[config.mk]
export PLATFORM = sky130hd
export DESIGN_NAME = mem_arbiter_flat
export DESIGN_NICKNAME = d
export VERILOG_FILES = /design/src/rtl/mem_arbiter_if.sv /design/src/rtl/mem_arbiter.sv /design/src/flat_wrapper.sv
export SDC_FILE = /design/constraint.sdc
export NUM_CORES = 1
export LEC_CHECK = 0
export CAP_MARGIN = 30
export CORE_MARGIN = 3
export CORE_UTILIZATION = 36
export CTS_CLUSTER_SIZE = 28
export DETAILED_ROUTE_END_ITERATION = 16
export PLACE_DENSITY = 0.86
export SKIP_CTS_REPAIR_TIMING = 1
export SYNTH_ARGS = -nofsm -noshare
export SYNTH_HDL_FRONTEND = slang
export SYNTH_SLANG_ARGS = --single-unit
[constraint.sdc]
create_clock -name clk -period 1.8 [get_ports clk]
set_clock_uncertainty 0.2 [all_clocks]
set_input_delay 0.27 -clock clk [delete_from_list [all_inputs] [get_ports clk]]
set_output_delay 0.27 -clock clk [all_outputs]
set_load 0.005 [all_outputs]
[src/rtl/mem_arbiter_if.sv]
// mem_arbiter_if: groups the instruction port, data port, shared bus and
// stall outputs of mem_arbiter into one bundle.
// master = arbiter view (it masters the shared bus and answers both requesters);
// slave  = environment view (requesters, bus slave and pipeline).
interface mem_arbiter_if;
   // instruction fetch port
   logic        inst_req;
   logic [31:0] inst_addr;
   logic        inst_addr_ok;
   logic        inst_data_ok;
   logic [31:0] inst_rdata;
   // data load/store port
   logic        data_req;
   logic        data_wr;
   logic [1:0]  data_size;
   logic [31:0] data_addr;
   logic [31:0] data_wdata;
   logic        data_addr_ok;
   logic        data_data_ok;
   logic [31:0] data_rdata;
   // shared bus
   logic        bus_req;
   logic        bus_wr;
   logic [1:0]  bus_size;
   logic [31:0] bus_addr;
   logic [31:0] bus_wdata;
   logic        bus_addr_ok;
   logic        bus_data_ok;
   logic [31:0] bus_rdata;
   // pipeline stalls
   logic        i_busy;
   logic        d_busy;

   modport master (
      input  inst_req, inst_addr,
      output inst_addr_ok, inst_data_ok, inst_rdata,
      input  data_req, data_wr, data_size, data_addr, data_wdata,
      output data_addr_ok, data_data_ok, data_rdata,
      output bus_req, bus_wr, bus_size, bus_addr, bus_wdata,
      input  bus_addr_ok, bus_data_ok, bus_rdata,
      output i_busy, d_busy
   );

   modport slave (
      output inst_req, inst_addr,
      input  inst_addr_ok, inst_data_ok, inst_rdata,
      output data_req, data_wr, data_size, data_addr, data_wdata,
      input  data_addr_ok, data_data_ok, data_rdata,
      input  bus_req, bus_wr, bus_size, bus_addr, bus_wdata,
      output bus_addr_ok, bus_data_ok, bus_rdata,
      input  i_busy, d_busy
   );
endinterface

[src/rtl/mem_arbiter.sv]
// mem_arbiter: shares one address/data-handshake bus between the instruction
// fetch port and the data load/store port, one transaction at a time.
// Optional feature: define MEM_ARB_RR_EN for round-robin tie-breaking;
// without it the data port always wins simultaneous requests.
module mem_arbiter (
   input logic           clk,
   input logic           rst,
   mem_arbiter_if.master arb
);

   typedef enum logic [1:0] {
      IDLE = 2'd0,
      ADDR = 2'd1,
      DATA = 2'd2
   } state_e;

   typedef enum logic {
      OWN_INST = 1'b0,
      OWN_DATA = 1'b1
   } owner_e;

   state_e      state_q, state_d;
   owner_e      owner_q, owner_d;
   logic        wr_q, wr_d;
   logic [1:0]  size_q, size_d;
   logic [31:0] addr_q, addr_d;
   logic [31:0] wdata_q, wdata_d;

   logic        any_req;
   logic        grant_data;   // winner when a grant is made in IDLE
   logic        completing;   // DATA phase finishing this cycle

   assign any_req = arb.inst_req | arb.data_req;

`ifdef MEM_ARB_RR_EN
   owner_e last_q, last_d;

   // tie goes to the requester that was not granted last
   always_comb begin
      if (arb.inst_req && arb.data_req) begin
         grant_data = (last_q == OWN_INST);
      end else begin
         grant_data = arb.data_req;
      end
   end

   // remember every grant so the next tie flips
   always_comb begin
      last_d = last_q;
      if (state_q == IDLE && any_req) begin
         last_d = grant_data ? OWN_DATA : OWN_INST;
      end
   end

   // last-grant register; reset to INST so data wins the first tie
   always_ff @(posedge clk) begin
      if (rst) begin
         last_q <= OWN_INST;
      end else begin
         last_q <= last_d;
      end
   end
`else
   // fixed priority: data wins whenever it requests
   always_comb begin
      grant_data = arb.data_req;
   end
`endif

   // state, owner and latched transaction fields
   always_ff @(posedge clk) begin
      if (rst) begin
         state_q <= IDLE;
         owner_q <= OWN_INST;
         wr_q    <= '0;
         size_q  <= '0;
         addr_q  <= '0;
         wdata_q <= '0;
      end else begin
         state_q <= state_d;
         owner_q <= owner_d;
         wr_q    <= wr_d;
         size_q  <= size_d;
         addr_q  <= addr_d;
         wdata_q <= wdata_d;
      end
   end

   // next state, field latching and combinational handshake forwarding
   always_comb begin
      state_d  = state_q;
      owner_d  = owner_q;
      wr_d     = wr_q;
      size_d   = size_q;
      addr_d   = addr_q;
      wdata_d  = wdata_q;

      arb.bus_req      = 1'b0;
      arb.bus_wr       = 1'b0;
      arb.bus_size     = '0;
      arb.bus_addr     = '0;
      arb.bus_wdata    = '0;
      arb.inst_addr_ok = 1'b0;
      arb.inst_data_ok = 1'b0;
      arb.inst_rdata   = '0;
      arb.data_addr_ok = 1'b0;
      arb.data_data_ok = 1'b0;
      arb.data_rdata   = '0;
      completing       = 1'b0;

      case (state_q)
         IDLE: begin
            if (any_req) begin
               state_d = ADDR;
               if (grant_data) begin
                  owner_d = OWN_DATA;
                  wr_d    = arb.data_wr;
                  size_d  = arb.data_size;
                  addr_d  = arb.data_addr;
                  wdata_d = arb.data_wdata;
               end else begin
                  // fetches are always word reads
                  owner_d = OWN_INST;
                  wr_d    = 1'b0;
                  size_d  = 2'd2;
                  addr_d  = arb.inst_addr;
                  wdata_d = '0;
               end
            end
         end

         ADDR: begin
            arb.bus_req   = 1'b1;
            arb.bus_wr    = wr_q;
            arb.bus_size  = size_q;
            arb.bus_addr  = addr_q;
            arb.bus_wdata = wdata_q;
            if (owner_q == OWN_DATA) begin
               arb.data_addr_ok = arb.bus_addr_ok;
            end else begin
               arb.inst_addr_ok = arb.bus_addr_ok;
            end
            if (arb.bus_addr_ok) begin
               state_d = DATA;
            end
         end

         DATA: begin
            arb.inst_rdata = arb.bus_rdata;
            arb.data_rdata = arb.bus_rdata;
            completing     = arb.bus_data_ok;
            if (owner_q == OWN_DATA) begin
               arb.data_data_ok = arb.bus_data_ok;
            end else begin
               arb.inst_data_ok = arb.bus_data_ok;
            end
            if (arb.bus_data_ok) begin
               state_d = IDLE;
            end
         end

         default: begin
            state_d = IDLE;
         end
      endcase

      // stall while a request waits or an owned transaction is still open;
      // the completion cycle itself releases the stall
      arb.i_busy = (arb.inst_req && !(completing && owner_q == OWN_INST)) ||
                   (owner_q == OWN_INST && state_q != IDLE && !completing);
      arb.d_busy = (arb.data_req && !(completing && owner_q == OWN_DATA)) ||
                   (owner_q == OWN_DATA && state_q != IDLE && !completing);
   end

endmodule

[src/flat_wrapper.sv]
// flat-port wrapper written by rule: the top's interface ports become plain ports
module mem_arbiter_flat 
  (clk, rst, arb_inst_req, arb_inst_addr, arb_inst_addr_ok, arb_inst_data_ok, arb_inst_rdata, arb_data_req, arb_data_wr, arb_data_size, arb_data_addr, arb_data_wdata, arb_data_addr_ok, arb_data_data_ok, arb_data_rdata, arb_bus_req, arb_bus_wr, arb_bus_size, arb_bus_addr, arb_bus_wdata, arb_bus_addr_ok, arb_bus_data_ok, arb_bus_rdata, arb_i_busy, arb_d_busy);
  mem_arbiter_if arb_i ();
  input logic clk;
  input logic rst;
  input wire logic [$bits(arb_i.inst_req)-1:0] arb_inst_req;
  input wire logic [$bits(arb_i.inst_addr)-1:0] arb_inst_addr;
  output wire logic [$bits(arb_i.inst_addr_ok)-1:0] arb_inst_addr_ok;
  output wire logic [$bits(arb_i.inst_data_ok)-1:0] arb_inst_data_ok;
  output wire logic [$bits(arb_i.inst_rdata)-1:0] arb_inst_rdata;
  input wire logic [$bits(arb_i.data_req)-1:0] arb_data_req;
  input wire logic [$bits(arb_i.data_wr)-1:0] arb_data_wr;
  input wire logic [$bits(arb_i.data_size)-1:0] arb_data_size;
  input wire logic [$bits(arb_i.data_addr)-1:0] arb_data_addr;
  input wire logic [$bits(arb_i.data_wdata)-1:0] arb_data_wdata;
  output wire logic [$bits(arb_i.data_addr_ok)-1:0] arb_data_addr_ok;
  output wire logic [$bits(arb_i.data_data_ok)-1:0] arb_data_data_ok;
  output wire logic [$bits(arb_i.data_rdata)-1:0] arb_data_rdata;
  output wire logic [$bits(arb_i.bus_req)-1:0] arb_bus_req;
  output wire logic [$bits(arb_i.bus_wr)-1:0] arb_bus_wr;
  output wire logic [$bits(arb_i.bus_size)-1:0] arb_bus_size;
  output wire logic [$bits(arb_i.bus_addr)-1:0] arb_bus_addr;
  output wire logic [$bits(arb_i.bus_wdata)-1:0] arb_bus_wdata;
  input wire logic [$bits(arb_i.bus_addr_ok)-1:0] arb_bus_addr_ok;
  input wire logic [$bits(arb_i.bus_data_ok)-1:0] arb_bus_data_ok;
  input wire logic [$bits(arb_i.bus_rdata)-1:0] arb_bus_rdata;
  output wire logic [$bits(arb_i.i_busy)-1:0] arb_i_busy;
  output wire logic [$bits(arb_i.d_busy)-1:0] arb_d_busy;
  assign arb_i.inst_req = arb_inst_req;
  assign arb_i.inst_addr = arb_inst_addr;
  assign arb_inst_addr_ok = arb_i.inst_addr_ok;
  assign arb_inst_data_ok = arb_i.inst_data_ok;
  assign arb_inst_rdata = arb_i.inst_rdata;
  assign arb_i.data_req = arb_data_req;
  assign arb_i.data_wr = arb_data_wr;
  assign arb_i.data_size = arb_data_size;
  assign arb_i.data_addr = arb_data_addr;
  assign arb_i.data_wdata = arb_data_wdata;
  assign arb_data_addr_ok = arb_i.data_addr_ok;
  assign arb_data_data_ok = arb_i.data_data_ok;
  assign arb_data_rdata = arb_i.data_rdata;
  assign arb_bus_req = arb_i.bus_req;
  assign arb_bus_wr = arb_i.bus_wr;
  assign arb_bus_size = arb_i.bus_size;
  assign arb_bus_addr = arb_i.bus_addr;
  assign arb_bus_wdata = arb_i.bus_wdata;
  assign arb_i.bus_addr_ok = arb_bus_addr_ok;
  assign arb_i.bus_data_ok = arb_bus_data_ok;
  assign arb_i.bus_rdata = arb_bus_rdata;
  assign arb_i_busy = arb_i.i_busy;
  assign arb_d_busy = arb_i.d_busy;
  mem_arbiter u_core (.clk(clk), .rst(rst), .arb(arb_i));
endmodule
==> results of run 1 <==
## layout make-up
class / instances / share of cell area [%]
Inverter: 2 / 0.1066
Clock buffer: 13 / 2.400
Sequential cell: 70 / 19.94
Timing Repair Buffer: 314 / 43.33
Tap cell: 136 / 2.417
Clock inverter: 1 / 0.07110
Multi-Input combinational cell: 323 / 31.73
## layer usage
metal,vias to the layer above,share of wire (%)
met5,-,0
met4,0,1.9
met3,26,7.0
met2,186,55
met1,2022,36
li1,2068,-
## worst reg2reg max path: cells and delay by family, from the launching register on
family | cells | cell delay, ns
AND/OR/NAND/NOR | 2 | 0.46
AO/OA/AOI/OAI | 1 | 0.07
buffers and inverters | 4 | 0.61
flip-flops | 1 | 0.33
## through the flow
stage | setup WS, ns | utilization (%) | cells | hold slack (ns) | total power [mW]
6_report | -0.4763 | 66.40 | 859 | 0.2119 | 4.386
2_1_floorplan | 0.1862 | - | 469 | 0.2060 | 2.423
3_3_place_gp | -0.2988 | 63.60 | 832 | 0.2605 | 3.080
4_1_cts | -0.5928 | 65.24 | 846 | 0.1997 | 4.292
3_5_place_dp | -0.3328 | 63.60 | 832 | 0.2689 | 3.121
5_1_grt | -0.5373 | 66.40 | 859 | 0.2035 | 4.600
## state kept, by name, indices dropped and copies added (netlist names)
| name | count |
|---|---|
| u_core.wdata_q | 32 |
| u_core.wr_q | 1 |
| u_core.addr_q | 32 |
| u_core.owner_q | 1 |
| u_core.state_q | 2 |
| u_core.size_q | 2 |
## synth_stat cells, types with 2 or more instances
cell type	count	area [um^2]
clkbuf_1	15	56.30
o21ai_1	35	175.2
and2_1	99	619.3
buf_1	3	11.26
and2b_1	2	15.01
dfxtp_1	70	1401
or2_1	2	12.51
buf_4	36	270.3
a21oi_1	69	345.3
nor2_8	2	40.04
mux2i_1	32	320.3
nor2_1	5	18.77
and3_1	2	12.51
a211oi_2	30	375.4
nand2_1	36	135.1
buf_2	16	80.08
a211oi_1	2	15.01
inv_1	2	7.510
buf_6	4	45.04
## cell usage in the layout, fill, tap and decap left out, types with 2 or more instances in the layout
cell type and instances:
clkbuf_16 4, buf_6 8, dlymetal6s2s_1 16, a211oi_1 2
mux2i_1 32, clkdlybuf4s50_1 201, inv_1 2, buf_12 10
a211oi_2 30, a21oi_1 69, dfxtp_2 2, and2_4 23
dfxtp_1 68, nor2_1 2, buf_2 12, o21ai_1 35
nand2_1 35, nor2_2 3, clkbuf_8 12, nor2_8 2
buf_8 2, buf_4 21, and3_4 2, and2_1 76
clkbuf_2 40
## power by group
group          internal [mW]  switching [mW]  leakage, nW
Clock                  0.598           0.573       0.0914
Sequential              1.69          0.0672        0.579
Combinational          0.833           0.622         2.47
Total                   3.12            1.26         3.14
## cell families (layout without fill, tap and decap cells)
logic type / after synthesis / count (layout) / synth area share, %
and+or+nand+nor: 151 / 151 / 22.00
AOI/OAI and AO/OA: 140 / 140 / 23.49
DFF: 70 / 70 / 34.85
muxes: 32 / 32 / 7.965
buffers and inverters: 76 / 330 / 11.70
## worst paths after layout
kind / cells after the start / endpoint / startpoint / slack (ns)
max: 4 / arb_inst_rdata[10] / u_core.state_q[0] / -0.48
min: 3 / u_core.addr_q[23] / rst / 0.21
max reg2reg: 7 / u_core.addr_q[1] / u_core.state_q[1] / 0.03
min reg2reg: 2 / u_core.wdata_q[0] / u_core.wdata_q[0] / 0.28
==> flow_metrics.env, run 1 <==
export IMPL_tns_ns=-34.84
export IMPL_violations="negative setup slack"
export IMPL_timing_final_ws_setup_ns=-0.4763
export IMPL_power_density_nw_per_um2=623.1
export IMPL_routed_wl_um=15400
export IMPL_top_usage_layer="met2"
export IMPL_final_setup_viol_count=136
export IMPL_crit_path_end_kind="output pin"
export IMPL_portBuffers=274
export IMPL_period_share_pct=126.5
export IMPL_hold_viol_final=0
export IMPL_tightest_slew_ns=0.3348
export IMPL_fin_area_um2=7039
export IMPL_max_freq_ghz=0.4393
export IMPL_grt_usage_pct=22.75
export IMPL_regArea_um2=1404
export IMPL_ant_nets=0
export IMPL_vias=4302
export IMPL_multi_input_area_um2=2233
export IMPL_antenna_found_initial=0
export IMPL_cp_cell_sequence="and2b_2 -> buf_12 -> and2_1 -> clkdlybuf4s50_1"
export IMPL_path_class="flip-flop to output pin"
export IMPL_hpwl_um=11450
export IMPL_cp_arrival_ns=1.81
export IMPL_io_pins=275
export IMPL_firstDrtPassIters=4
export IMPL_outcome="finished with violations"
export IMPL_grt_overflow=0
export IMPL_design_core_area_um2=10600
export IMPL_drive_above_1_share_pct=24.48
export IMPL_row_count=37
export IMPL_met2_usage_pct=43.65
export IMPL_start_util_pct=37.93
export IMPL_ys_warn_count=0
export IMPL_critPathMaxStageDelay_ns=0.54
export IMPL_via_per_inst=5.008
export IMPL_critPathSlowestCell="clkdlybuf4s50_1"
export IMPL_die_h_um=111.7
export IMPL_path_delay_family="buffers and inverters"
export IMPL_area_delta_synth_final_pct=75.05
export IMPL_yosysUniqueCellTypes=26
export IMPL_cts_max_path_buffers=2
export IMPL_grt_pass1_wl_um=23020
export IMPL_nets=857
export IMPL_path_clk_slew_ns=0.07
export IMPL_hold_class="input port to flip-flop"
export IMPL_detail_route_iter0_violations=191
export IMPL_use_met1_pct=23.66
export IMPL_fillCellCount=877
export IMPL_clock_sinks=70
export IMPL_path_buf_inv=2
export IMPL_yosysSeqAreaShare_pct=34.85
export IMPL_cp_max_fo=32
export IMPL_synth_edff_count=0
export IMPL_relSlewSlack_pct=77.68
export IMPL_gp_congestion=0.9174
export IMPL_diodes=0
export IMPL_cp_required_ns=1.33
export IMPL_use_met3_pct=7.011
export IMPL_worstSkewPairLatency_ns=0.33
export IMPL_rsz0062_at_grt="yes"
export IMPL_syn_num_nets=606
export IMPL_die_area_um2=12470
export IMPL_chipWidth_um=111.7
export IMPL_place_area_um2=6743
export IMPL_drv_cap=0
export IMPL_peakVddDrop_mv=0.4024
export IMPL_leakagePower_nw=3.141
export IMPL_wl_per_cell_um=17.93
export IMPL_syn_area_um2=4021
export IMPL_remaining_drc_errors=0
export IMPL_ys_ff_latch=70
export IMPL_synthCells=469
export IMPL_cts_max_level=3
export IMPL_synth_ff_type="dfxtp_1"
export IMPL_grt_pass1_vias=4436
export IMPL_fin_crit_ns=2.276
export IMPL_async_flop_share_pct=0
export IMPL_cts_buffers=9
export IMPL_cts_root_buf="clkbuf_8"
export IMPL_syn_area_per_cell_um2=8.574
export IMPL_finalMaxSlewViolations=0
export IMPL_crit_path_start_kind="flip-flop"
export IMPL_grt_max_degree=38
export IMPL_cts_tree="done"
Note: power is estimated with default switching activity, not from simulation.
==> run 2: changes to the inputs <==
- ABC_CLOCK_PERIOD_IN_PS: unset -> 1800
- CAP_MARGIN: 30 -> unset
==> results of run 2 <==
Final layout, timing and power as in run 1 (identical DEF).
